<file path="src/rtl/matrix_input_loader.sv">
// matrix_input_loader: streams m x n elements into a packed 5x5 row-major matrix bus.
// Define MATRIX_LOADER_RANGE_CHECK_EN to reject elements above ELEM_MAX.
module matrix_input_loader #(
  parameter int MAX_DIM = 5,
  parameter int ELEM_WIDTH = 8,
  parameter int ELEM_MAX = 9,
  localparam int DW = $clog2(MAX_DIM + 1),
  localparam int IW = $clog2(MAX_DIM * MAX_DIM + 1)
) (
  input  logic                                  clk,
  input  logic                                  reset,
  input  logic                                  start,
  input  logic                                  abort,
  input  logic [DW-1:0]                         dim_m,
  input  logic [DW-1:0]                         dim_n,
  input  logic [ELEM_WIDTH-1:0]                 elem_in,
  input  logic                                  elem_valid,
  output logic                                  elem_ready,
  output logic [MAX_DIM*MAX_DIM*ELEM_WIDTH-1:0] matrix_out,
  output logic [DW-1:0]                         m_out,
  output logic [DW-1:0]                         n_out,
  output logic [IW-1:0]                         elem_idx,
  output logic                                  done,
  output logic                                  dim_err,
  output logic                                  elem_err
);
  typedef enum logic [1:0] {IDLE, LOAD, DONE} state_t;
  state_t state, state_nx;
  logic [DW-1:0] row, col;
  logic [IW-1:0] slot, total;
  logic dims_ok, go, accept, bad, take, last, wrap;

  assign dims_ok = dim_m != '0 && dim_n != '0 && dim_m <= DW'(MAX_DIM) && dim_n <= DW'(MAX_DIM);
  assign go = start && state != LOAD;
  assign elem_ready = state == LOAD;
  assign done = state == DONE;
  assign accept = elem_ready && elem_valid;
  assign take = accept && !bad;
  assign slot = IW'(row) * IW'(MAX_DIM) + IW'(col);
  assign total = IW'(m_out) * IW'(n_out);
  assign last = elem_idx + 1'b1 == total;
  assign wrap = col == n_out - 1'b1;

  always_comb
    state_nx = abort ? IDLE : go && dims_ok ? LOAD : take && last ? DONE : state;

  always_ff @(posedge clk or negedge reset)
    if (!reset) state <= IDLE;
    else state <= state_nx;

  always_ff @(posedge clk or negedge reset)
    if (!reset) begin
      matrix_out <= '0;
      m_out <= '0;
      n_out <= '0;
      elem_idx <= '0;
      row <= '0;
      col <= '0;
      dim_err <= 1'b0;
    end else begin
      dim_err <= !abort && go && !dims_ok;
      // abort and a fresh start share the clear; abort also forgets the dimensions
      if (abort || (go && dims_ok)) begin
        matrix_out <= '0;
        elem_idx <= '0;
        row <= '0;
        col <= '0;
        m_out <= abort ? '0 : dim_m;
        n_out <= abort ? '0 : dim_n;
      end else if (take) begin
        matrix_out[slot*ELEM_WIDTH +: ELEM_WIDTH] <= elem_in;
        elem_idx <= elem_idx + 1'b1;
        col <= wrap ? '0 : col + 1'b1;
        row <= wrap ? row + 1'b1 : row;
      end
    end

`ifdef MATRIX_LOADER_RANGE_CHECK_EN
  assign bad = elem_in > ELEM_WIDTH'(ELEM_MAX);
  always_ff @(posedge clk or negedge reset)
    if (!reset) elem_err <= 1'b0;
    else elem_err <= !abort && accept && bad;
`else
  assign bad = 1'b0;
  assign elem_err = 1'b0;
`endif
endmodule

</file>
<file path="config.mk">
export PLATFORM = sky130hd
export DESIGN_NAME = matrix_input_loader
export DESIGN_NICKNAME = d
export VERILOG_FILES = /design/src/rtl/matrix_input_loader.sv
export SDC_FILE = /design/constraint.sdc
export NUM_CORES = 1
export LEC_CHECK = 0
export ABC_AREA = 1
export BUFFER_PORTS_ARGS = -buffer_cell sky130_fd_sc_hd__buf_4
export CAP_MARGIN = 20
export CORE_UTILIZATION = 50
export CTS_CLUSTER_SIZE = 12
export DETAILED_ROUTE_END_ITERATION = 8
export GPL_TIMING_DRIVEN = 0
export PLACE_DENSITY = 0.74
export SYNTH_ARGS = -nofsm -noshare
export SYNTH_HDL_FRONTEND = slang
export SYNTH_SLANG_ARGS = --single-unit
</file>
<file path="constraint.sdc">
create_clock -name clk -period 3.45 [get_ports clk]
set_clock_uncertainty 0.05 [all_clocks]
set_input_delay 0.69 -clock clk [delete_from_list [all_inputs] [get_ports clk]]
set_output_delay 0.69 -clock clk [all_outputs]
set_load 0.05 [all_outputs]
</file>
==> results of run 1 <==
==> routing by layer <==
metal  GRT usage (%)  routed length (um)
met5               0                   0
met2            52.4               17700
met4            9.48                1070
met1            47.8               16900
met3            6.51                3440
==> power groups by stage <==
stage               clock network, W  logic [W]  registers, W
floorplan                          0    0.00177       0.00322
global placement                   0    0.00322       0.00286
detailed placement                 0    0.00325       0.00285
CTS                          0.00245    0.00344       0.00281
global route                 0.00255    0.00402       0.00283
finish                       0.00241    0.00382       0.00282
==> cell type report <==
| type | count | area [um2] |
|---|---|---|
| well taps | 280 | 350 |
| multi-input cells | 1010 | 5410 |
| repair buffers | 253 | 1960 |
| flip-flops and latches | 220 | 5510 |
| fillers | 1900 | 7290 |
| inverters | 112 | 439 |
| clock buffers | 33 | 696 |
| clock inverters | 5 | 31.3 |
| plain buffers | 71 | 344 |
==> path summary, 6_finish.rpt <==
check	slack, ns	cells past startpoint	end
min in group clk	0.36	3	n_out[0]$_DFFE_PN0N_
hold reg to reg	0.45	2	matrix_out[17]$_DFFE_PN0P_
setup reg to reg	0.08	14	matrix_out[194]$_DFFE_PN0P_
hold / removal	0.03	1	matrix_out[195]$_DFFE_PN0P_
max in group asynchronous	2.52	2	matrix_out[85]$_DFFE_PN0P_
setup / recovery	0.08	14	matrix_out[194]$_DFFE_PN0P_
==> per-stage QoR <==
step	power (W)	TNS, ns	std cells	cell area [um2]	hold slack (ns)
floorplan	0.00500	0	1413	11300	0.344
global placement	0.00607	-58.32	1925	13400	0.436
detailed placement	0.00610	-71.17	1927	13500	0.439
CTS	0.00869	-2.57	1976	14500	0.0423
global route	0.00939	-0.252	1984	14700	0.0588
finish	0.00905	0	1984	14700	0.0283
==> cells in the final DEF, fill, tap and decap left out, types with 26 or more instances in the layout <==
cell | Yosys | final
buf_4 | 3 | 254
clkbuf_1 | 36 | 36
dfrtp_1 | 220 | 220
inv_1 | 103 | 102
nand2_1 | 351 | 345
nand3_1 | 291 | 284
nand3b_1 | 56 | 56
nand4_1 | 26 | 26
nor2_1 | 98 | 81
nor3_1 | 38 | 26
o21ai_0 | 32 | 32
==> flip-flops by register name, indices dropped and copies added, names as in the netlist <==
register    flops
m_out           3
n_out           3
matrix_out    200
col             3
elem_idx        5
dim_err         1
state           2
row             3
==> kinds of logic (layout without fill, tap and decap cells) <==
logic type / Yosys count / in the layout / share of synthesized area, %
AO/OA/AOI/OAI: 64 / 64 / 3.13
XOR/XNOR: 12 / 12 / 0.929
adder cells (fa/ha/maj): 20 / 20 / 2.41
buffers and inverters: 183 / 474 / 6.48
flip-flops: 220 / 220 / 48.7
other: 1 / 1 / 0.0331
AND/OR/NAND/NOR: 913 / 913 / 38.4
==> what timing repair did <==
action / 4_1_cts / 5_1_grt
cloned: 0 / 0
pin swaps: 11 / 14
buffers inserted: 11 / 8
setup endpoints to repair: 200 / 200
gates resized for setup: 52 / 47
==> results.md, run 1 <==
### Status
• **status** finished, violations left
• **violated checks** design-rule violations

### Clocking
• **CTS tree** yes
• **Inserted Clock Buffers** 24
• **clock tree sinks** 220
• **Longest Clk Path Bufs** 3
• **clock latency at the later pin of the worst-skew pair** 0.52 ns
• **number of H-tree levels** 1
• **Hold-fix buffers, CTS** 0
• **clock-pin slew on the worst setup and hold paths** 0.06 ns
• **clock root buffer master** clkbuf_16

### Critical path
• **family with the most delay on the worst path** simple AND/OR/NAND/NOR gates
• **number of buffers and inverters on the critical path** 2
• **startpoint kind of the worst setup timing path** flop
• **RR Startpoint** row[2]$_DFFE_PN0P_
• **required time reported for the critical path endpoint** 3.86 ns
• **Max stage delay on crit path** 0.56 ns
• **worst-path fanout max** 8
• **CP startpoint** row[2]$_DFFE_PN0P_
• **Crit. End Element** flop
• **cell breakdown of the critical path** ha_4 > ha_4 > fa_2 > inv_2 > nand2_2 > nor2_4 > ha_1 > inv_1 > nand4_2 > nor2_2 > nand2_1 > nor2_4 > nand2_1 > nand2_1
• **most prevalent standard cell on the critical path** nand2_1
• **CP arrival** 3.78 ns
• **master of the slowest instance on the critical path** fa_2
• **kind of critical path** flop to flop

### Power
• **power share of the clock group** 26.7%
• **Pleak** 7.93 nW
• **Sw Ratio** 44.2%
• **Switch Pwr** 0.00400 W
• **Power per Cell Area** 614 nW/um2
• **worst supply voltage drop on vdd** 0.409 mV
• **proportion of power drawn by flip-flops and latches** 31.1%
• **portion of total power attributed to combinational logic** 42.2%
• **internal cell power** 0.00505 W

### Logic synthesis
• **gate count after technology mapping** 1,413
• **most common cell in the netlist** nand2_1
• **Avg Cell Area, Syn** 8.01 um2
• **fraction of synthesis flops using an asynchronous set or reset pin** 100%
• **cell type with the largest total area after synthesis** dfrtp_1
• **nets in the synthesized netlist** 1,452
• **yosys synthesis warning count** 0
• **post-synthesis sequential element count** 220
• **top post-synthesis cells by area** dfrtp_1 49%, nand3_1 13%, nand2_1 12%
• **number of different library cells in the post-synthesis netlist** 40
• **most numerous cell types in the synthesized netlist** 351 x nand2_1, 291 x nand3_1, 220 x dfrtp_1, 103 x inv_1, 98 x nor2_1
• **area share of the leading cell type in the synthesized netlist** 48.7%
• **total standard cell area after synthesis** 11,300 um2
• **most used flip-flop cell after synthesis** dfrtp_1
• **portion of the post-synthesis area used by sequential elements** 48.7%
• **number of enable-type register cells in the synthesized netlist** 0

### Global routing
• **total track usage** 33.6%
• **via count of the first global-routing pass** 10,500
• **total congestion overflow** 0
• **pin count of the biggest net entering global routing** 88
• **global-route wire length before repair** 60,600 um
• **antenna violations before repair** 0

### Die
• **die height** 152 um
• **die boundary width** 152 um
• **DIE AREA** 23,200 um2
• **Starting Density** 51.4%
• **# IOs** 234
• **Floorplan Core Area** 22,000 um2
• **Std-Cell Rows** 54

### Job
• **# Max-Cap Violations** 0

### Placement
• **number of buffers inserted by port buffering** 232
• **routability congestion estimate from global placement** 0.974
• **worst slack after detailed placement** -0.771 ns
• **half-perimeter wire length after placement** 29,400 um

### Detailed routing
• **average vias per placed instance** 5.67
• **post-route DRC violation count** 16
• **via count** 11,300
• **routed wire length** 39,100 um
• **Detailed Routing Iterations Pass 1** 8
• **first-iteration detailed-routing DRC count** 937
• **remaining number of nets flagged by the antenna check after routing** 0
• **Routed WL per cell** 19.7 um

### Timing
• **post-layout min period** 3.37 ns
• **slew margin rel.** 41.5%
• **transition time at the pin with the least slew margin** 0.878 ns
• **achievable frequency** 297 MHz
• **PnR worst setup slack** 0.0782 ns
• **unrepaired setup endpoints after global routing** yes
• **final hold violations** 0
• **number of slew-limit violations in the final report** 0
• **count of endpoints failing setup in the final report** 0
• **post-route clock period utilization** 97.7%

### Final layout
• **antenna cell count** 0
• **Syn-to-layout area delta** 30.2%
• **final core utilization** 66.9%
• **count of nets after finishing** 1,731
• **fraction of final layout cells sized beyond drive strength 1** 25.2%

### Min path
• **worst hold path type** input port to asynchronous set/reset pin

Note: power is estimated with default switching activity, not from simulation.
==> run 2: changes to the inputs <==
--- a/config.mk
+++ b/config.mk
@@ -5,10 +5,8 @@
 export SDC_FILE = /design/constraint.sdc
 export NUM_CORES = 1
 export LEC_CHECK = 0
-export ABC_AREA = 1
 export BUFFER_PORTS_ARGS = -buffer_cell sky130_fd_sc_hd__buf_4
-export CAP_MARGIN = 20
-export CORE_UTILIZATION = 50
+export CORE_UTILIZATION = 49
 export CTS_CLUSTER_SIZE = 12
 export DETAILED_ROUTE_END_ITERATION = 8
 export GPL_TIMING_DRIVEN = 0
==> run 2 against run 1 <==
Against the previous run: the run ends with negative setup slack left; first-iteration DRC count decreased by 50%; maximum frequency decreased by 3.8%; register-to-register slack got worse by 0.13 ns; via count decreased by 28%; final cell count decreased by 28%.
==> results.md, run 2 <==
### Status
• **status** finished, violations left, unchanged
• **violated checks** negative setup slack, was design-rule violations

### Critical path
• **startpoint kind of the worst setup timing path** flop, unchanged
• **CP arrival** 3.84 ns, was 3.78 ns
• **required time reported for the critical path endpoint** 3.79 ns, was 3.86 ns
• **kind of critical path** flop to flop, unchanged
• **Crit. End Element** flop, unchanged
• **worst-path fanout max** 8, unchanged

### Power
• **Pleak** 6.60 nW, was 7.93 nW
• **worst supply voltage drop on vdd** 0.393 mV, was 0.409 mV
• **Power per Cell Area** 412 nW/um2, was 614 nW/um2
• **Final Power** 0.00550 W, was 0.00905 W

### Die
• **Floorplan Core Area** 19,500 um2, was 22,000 um2
• **DIE AREA** 20,600 um2, was 23,200 um2
• **Starting Density** 50.2%, was 51.4%
• **Std-Cell Rows** 51, was 54
• **die height** 144 um, was 152 um
• **die boundary width** 144 um, was 152 um
• **# IOs** 234, unchanged

### Logic synthesis
• **area share of the leading cell type in the synthesized netlist** 56.1%, was 48.7%
• **most numerous cell types in the synthesized netlist** 220 x dfrtp_1, 104 x nand2_1, 88 x mux2i_1, 74 x nand3_1, 52 x a22o_1, was 351 x nand2_1, 291 x nand3_1, 220 x dfrtp_1, 103 x inv_1, 98 x nor2_1
• **cell type with the largest total area after synthesis** dfrtp_1, unchanged
• **fraction of synthesis flops using an asynchronous set or reset pin** 100%, unchanged
• **yosys synthesis warning count** 0, unchanged
• **total standard cell area after synthesis** 9810 um2, was 11,300 um2
• **Avg Cell Area, Syn** 11.4 um2, was 8.01 um2
• **most common cell in the netlist** dfrtp_1, was nand2_1
• **portion of the post-synthesis area used by sequential elements** 56.1%, was 48.7%
• **gate count after technology mapping** 864, was 1,413
• **number of enable-type register cells in the synthesized netlist** 0, unchanged
• **top post-synthesis cells by area** dfrtp_1 56%, mux2i_1 9.0%, a22o_1 4.6%, was dfrtp_1 49%, nand3_1 13%, nand2_1 12%
• **nets in the synthesized netlist** 903, was 1,452
• **most used flip-flop cell after synthesis** dfrtp_1, unchanged
• **post-synthesis sequential element count** 220, unchanged
• **number of different library cells in the post-synthesis netlist** 60, was 40

### Timing
• **count of endpoints failing setup in the final report** 10, was 0
• **number of slew-limit violations in the final report** 0, unchanged
• **achievable frequency** 285 MHz, was 297 MHz
• **final hold violations** 0, unchanged
• **post-layout min period** 3.51 ns, was 3.37 ns
• **PnR worst setup slack** -0.0561 ns, was 0.0782 ns
• **post-route clock period utilization** 102%, was 97.7%
• **transition time at the pin with the least slew margin** 1.05 ns, was 0.878 ns
• **slew margin rel.** 30.1%, was 41.5%
• **unrepaired setup endpoints after global routing** yes, unchanged

### Final layout
• **registers with the most flip-flops** matrix_out x200, elem_idx x5, unchanged
• **commonest non-fill, non-tap cells in the layout** 253 x buf_4, 218 x dfrtp_1, 103 x nand2_1, 87 x mux2i_1, 71 x nand3_1, was 345 x nand2_1, 284 x nand3_1, 254 x buf_4, 220 x dfrtp_1, 102 x inv_1
• **Syn-to-layout area delta** 35.9%, was 30.2%
• **register with the most flip-flops** matrix_out, unchanged
• **combined area of the multi-input logic cells** 4350 um2, was 5410 um2
• **Finished Layout Cells** 1,431, was 1,984
• **number of flip-flops under the largest register name** 200, unchanged
• **total area of sequential cells** 5510 um2, about the same
• **antenna cell count** 0, unchanged
• **fillcell total** 1,500, was 1,900
• **count of nets after finishing** 1,190, was 1,731
• **fraction of final layout cells sized beyond drive strength 1** 31.9%, was 25.2%
• **leading cell type in the layout, fill and taps excluded** buf_4, was nand2_1

### Detailed routing
• **Detailed Routing Iterations Pass 1** 5, was 8
• **routed wire length** 29,200 um, was 39,100 um
• **average vias per placed instance** 5.66, was 5.67
• **post-route DRC violation count** 0, was 16
• **remaining number of nets flagged by the antenna check after routing** 0, unchanged
• **via count** 8,100, was 11,300
• **first-iteration detailed-routing DRC count** 469, was 937
• **Routed WL per cell** 20.4 um, was 19.7 um

### Global routing
• **via count of the first global-routing pass** 7,662, was 10,500
• **global-route wire length before repair** 43,400 um, was 60,600 um
• **antenna violations before repair** 0, unchanged
• **pin count of the biggest net entering global routing** 122, was 88
• **total congestion overflow** 0, unchanged
• **total track usage** 27.6%, was 33.6%

### Clocking
• **clock latency at the later pin of the worst-skew pair** 0.52 ns, about the same
• **number of H-tree levels** 1, unchanged
• **Hold-fix buffers, CTS** 0, unchanged
• **Inserted Clock Buffers** 24, unchanged
• **clock-pin slew on the worst setup and hold paths** 0.06 ns, about the same
• **clock root buffer master** clkbuf_16, unchanged
• **Longest Clk Path Bufs** 3, unchanged
• **CTS tree** yes, unchanged
• **clock tree sinks** 220, unchanged

### Placement
• **routability congestion estimate from global placement** 0.930, was 0.974
• **Placed Cells** 1,355, was 1,927
• **half-perimeter wire length after placement** 19,700 um, was 29,400 um
• **number of buffers inserted by port buffering** 225, was 232

### Job
• **# Max-Cap Violations** 0, unchanged

### Min path
• **worst hold path type** input port to asynchronous set/reset pin, unchanged

==> run 2: cell types whose count changed in the layout (fill, tap and decap cells not counted), moves of 18 or more <==
cell,change
nand2_1,-242
nand3_1,-213
inv_1,-97
nor3_1,-18
mux2i_1,+87
nand4_1,-19
nor2_1,-39
nand3b_1,-53
a22o_1,+48
==> run 2: area by class of cell <==
cell class | instances | share of cell area, %
flip-flops and latches | 220 | 41.3
multi-input cells | 588 | 32.6
repair buffers | 265 | 15.9
clock buffers | 37 | 5.40
well taps | 265 | 2.49
plain buffers | 47 | 1.83
clock inverters | 4 | 0.356
inverters | 5 | 0.141
==> run 2: power by group <==
group / switching, W / internal, W / leakage, nW
Sequential: 0.0000112 / 0.00259 / 3.07
Clock: 0.000999 / 0.00150 / 0.374
Combinational: 0.000304 / 0.0000921 / 3.16
==> run 2: cell families after synthesis <==
group / after synthesis / share of synthesized area, %
adder cells (fa/ha/maj): 20 / 2.78
buffers and inverters: 56 / 2.52
multiplexers: 88 / 8.98
AND/OR/NAND/NOR: 307 / 16.6
other: 1 / 0.0382
XOR/XNOR: 26 / 2.70
flip-flops: 220 / 56.1
AO/OA/AOI/OAI: 146 / 10.3
==> run 2: metal layers <==
layer / GRT usage [%] / vias to the layer above / routed length (um)
met5: 0 / - / 0
met4: 8.40 / 0 / 721
met3: 7.06 / 47 / 2690
met2: 43.6 / 341 / 13700
met1: 37.5 / 4061 / 12100
li1: - / 3651 / -
==> run 2: path summary, 6_finish.rpt <==
kind,startpoint,slack [ns],endpoint,cells after the start
max,row[0]$_DFFE_PN0P_,-0.06,matrix_out[71]$_DFFE_PN0P_,10
min,reset,0.16,matrix_out[109]$_DFFE_PN0P_,1
max reg2reg,row[0]$_DFFE_PN0P_,-0.06,matrix_out[71]$_DFFE_PN0P_,10
min reg2reg,matrix_out[30]$_DFFE_PN0P_,0.45,matrix_out[30]$_DFFE_PN0P_,2
max in group asynchronous,reset,2.10,row[0]$_DFFE_PN0P_,2
min in group clk,dim_n[0],0.36,n_out[0]$_DFFE_PN0N_,3
==> run 2: timing repair <==
action	4_1_cts	5_1_grt
gates resized for setup	30	27
endpoints found under the setup margin	183	174
pin swaps	24	14
buffers inserted	21	18
==> run 2: worst max-delay path, cell delays in order (launching register included) <==
cell	delay (ns)
dfrtp_2	0.44
ha_4	0.26
ha_4	0.27
fa_2	0.44
buf_6	0.15
buf_6	0.11
or4b_4	0.56
o22ai_1	0.26
nor3_4	0.09
o41a_4	0.49
a22o_1	0.25
==> run 2: stage by stage <==
step           cell area [um2]  worst slack (ns)  hold WS [ns]  TNS (ns)  util [%]
2_1_floorplan             9930          0.000324         0.344         0         -
3_3_place_gp             11900            -0.323         0.432    -23.92      61.2
3_5_place_dp             12000            -0.351         0.442    -30.07      61.4
4_1_cts                  13100           -0.0508         0.190    -0.154      67.1
5_1_grt                  13300            -0.142         0.228     -5.25      68.3
6_report                 13300           -0.0561         0.161    -0.402      68.3
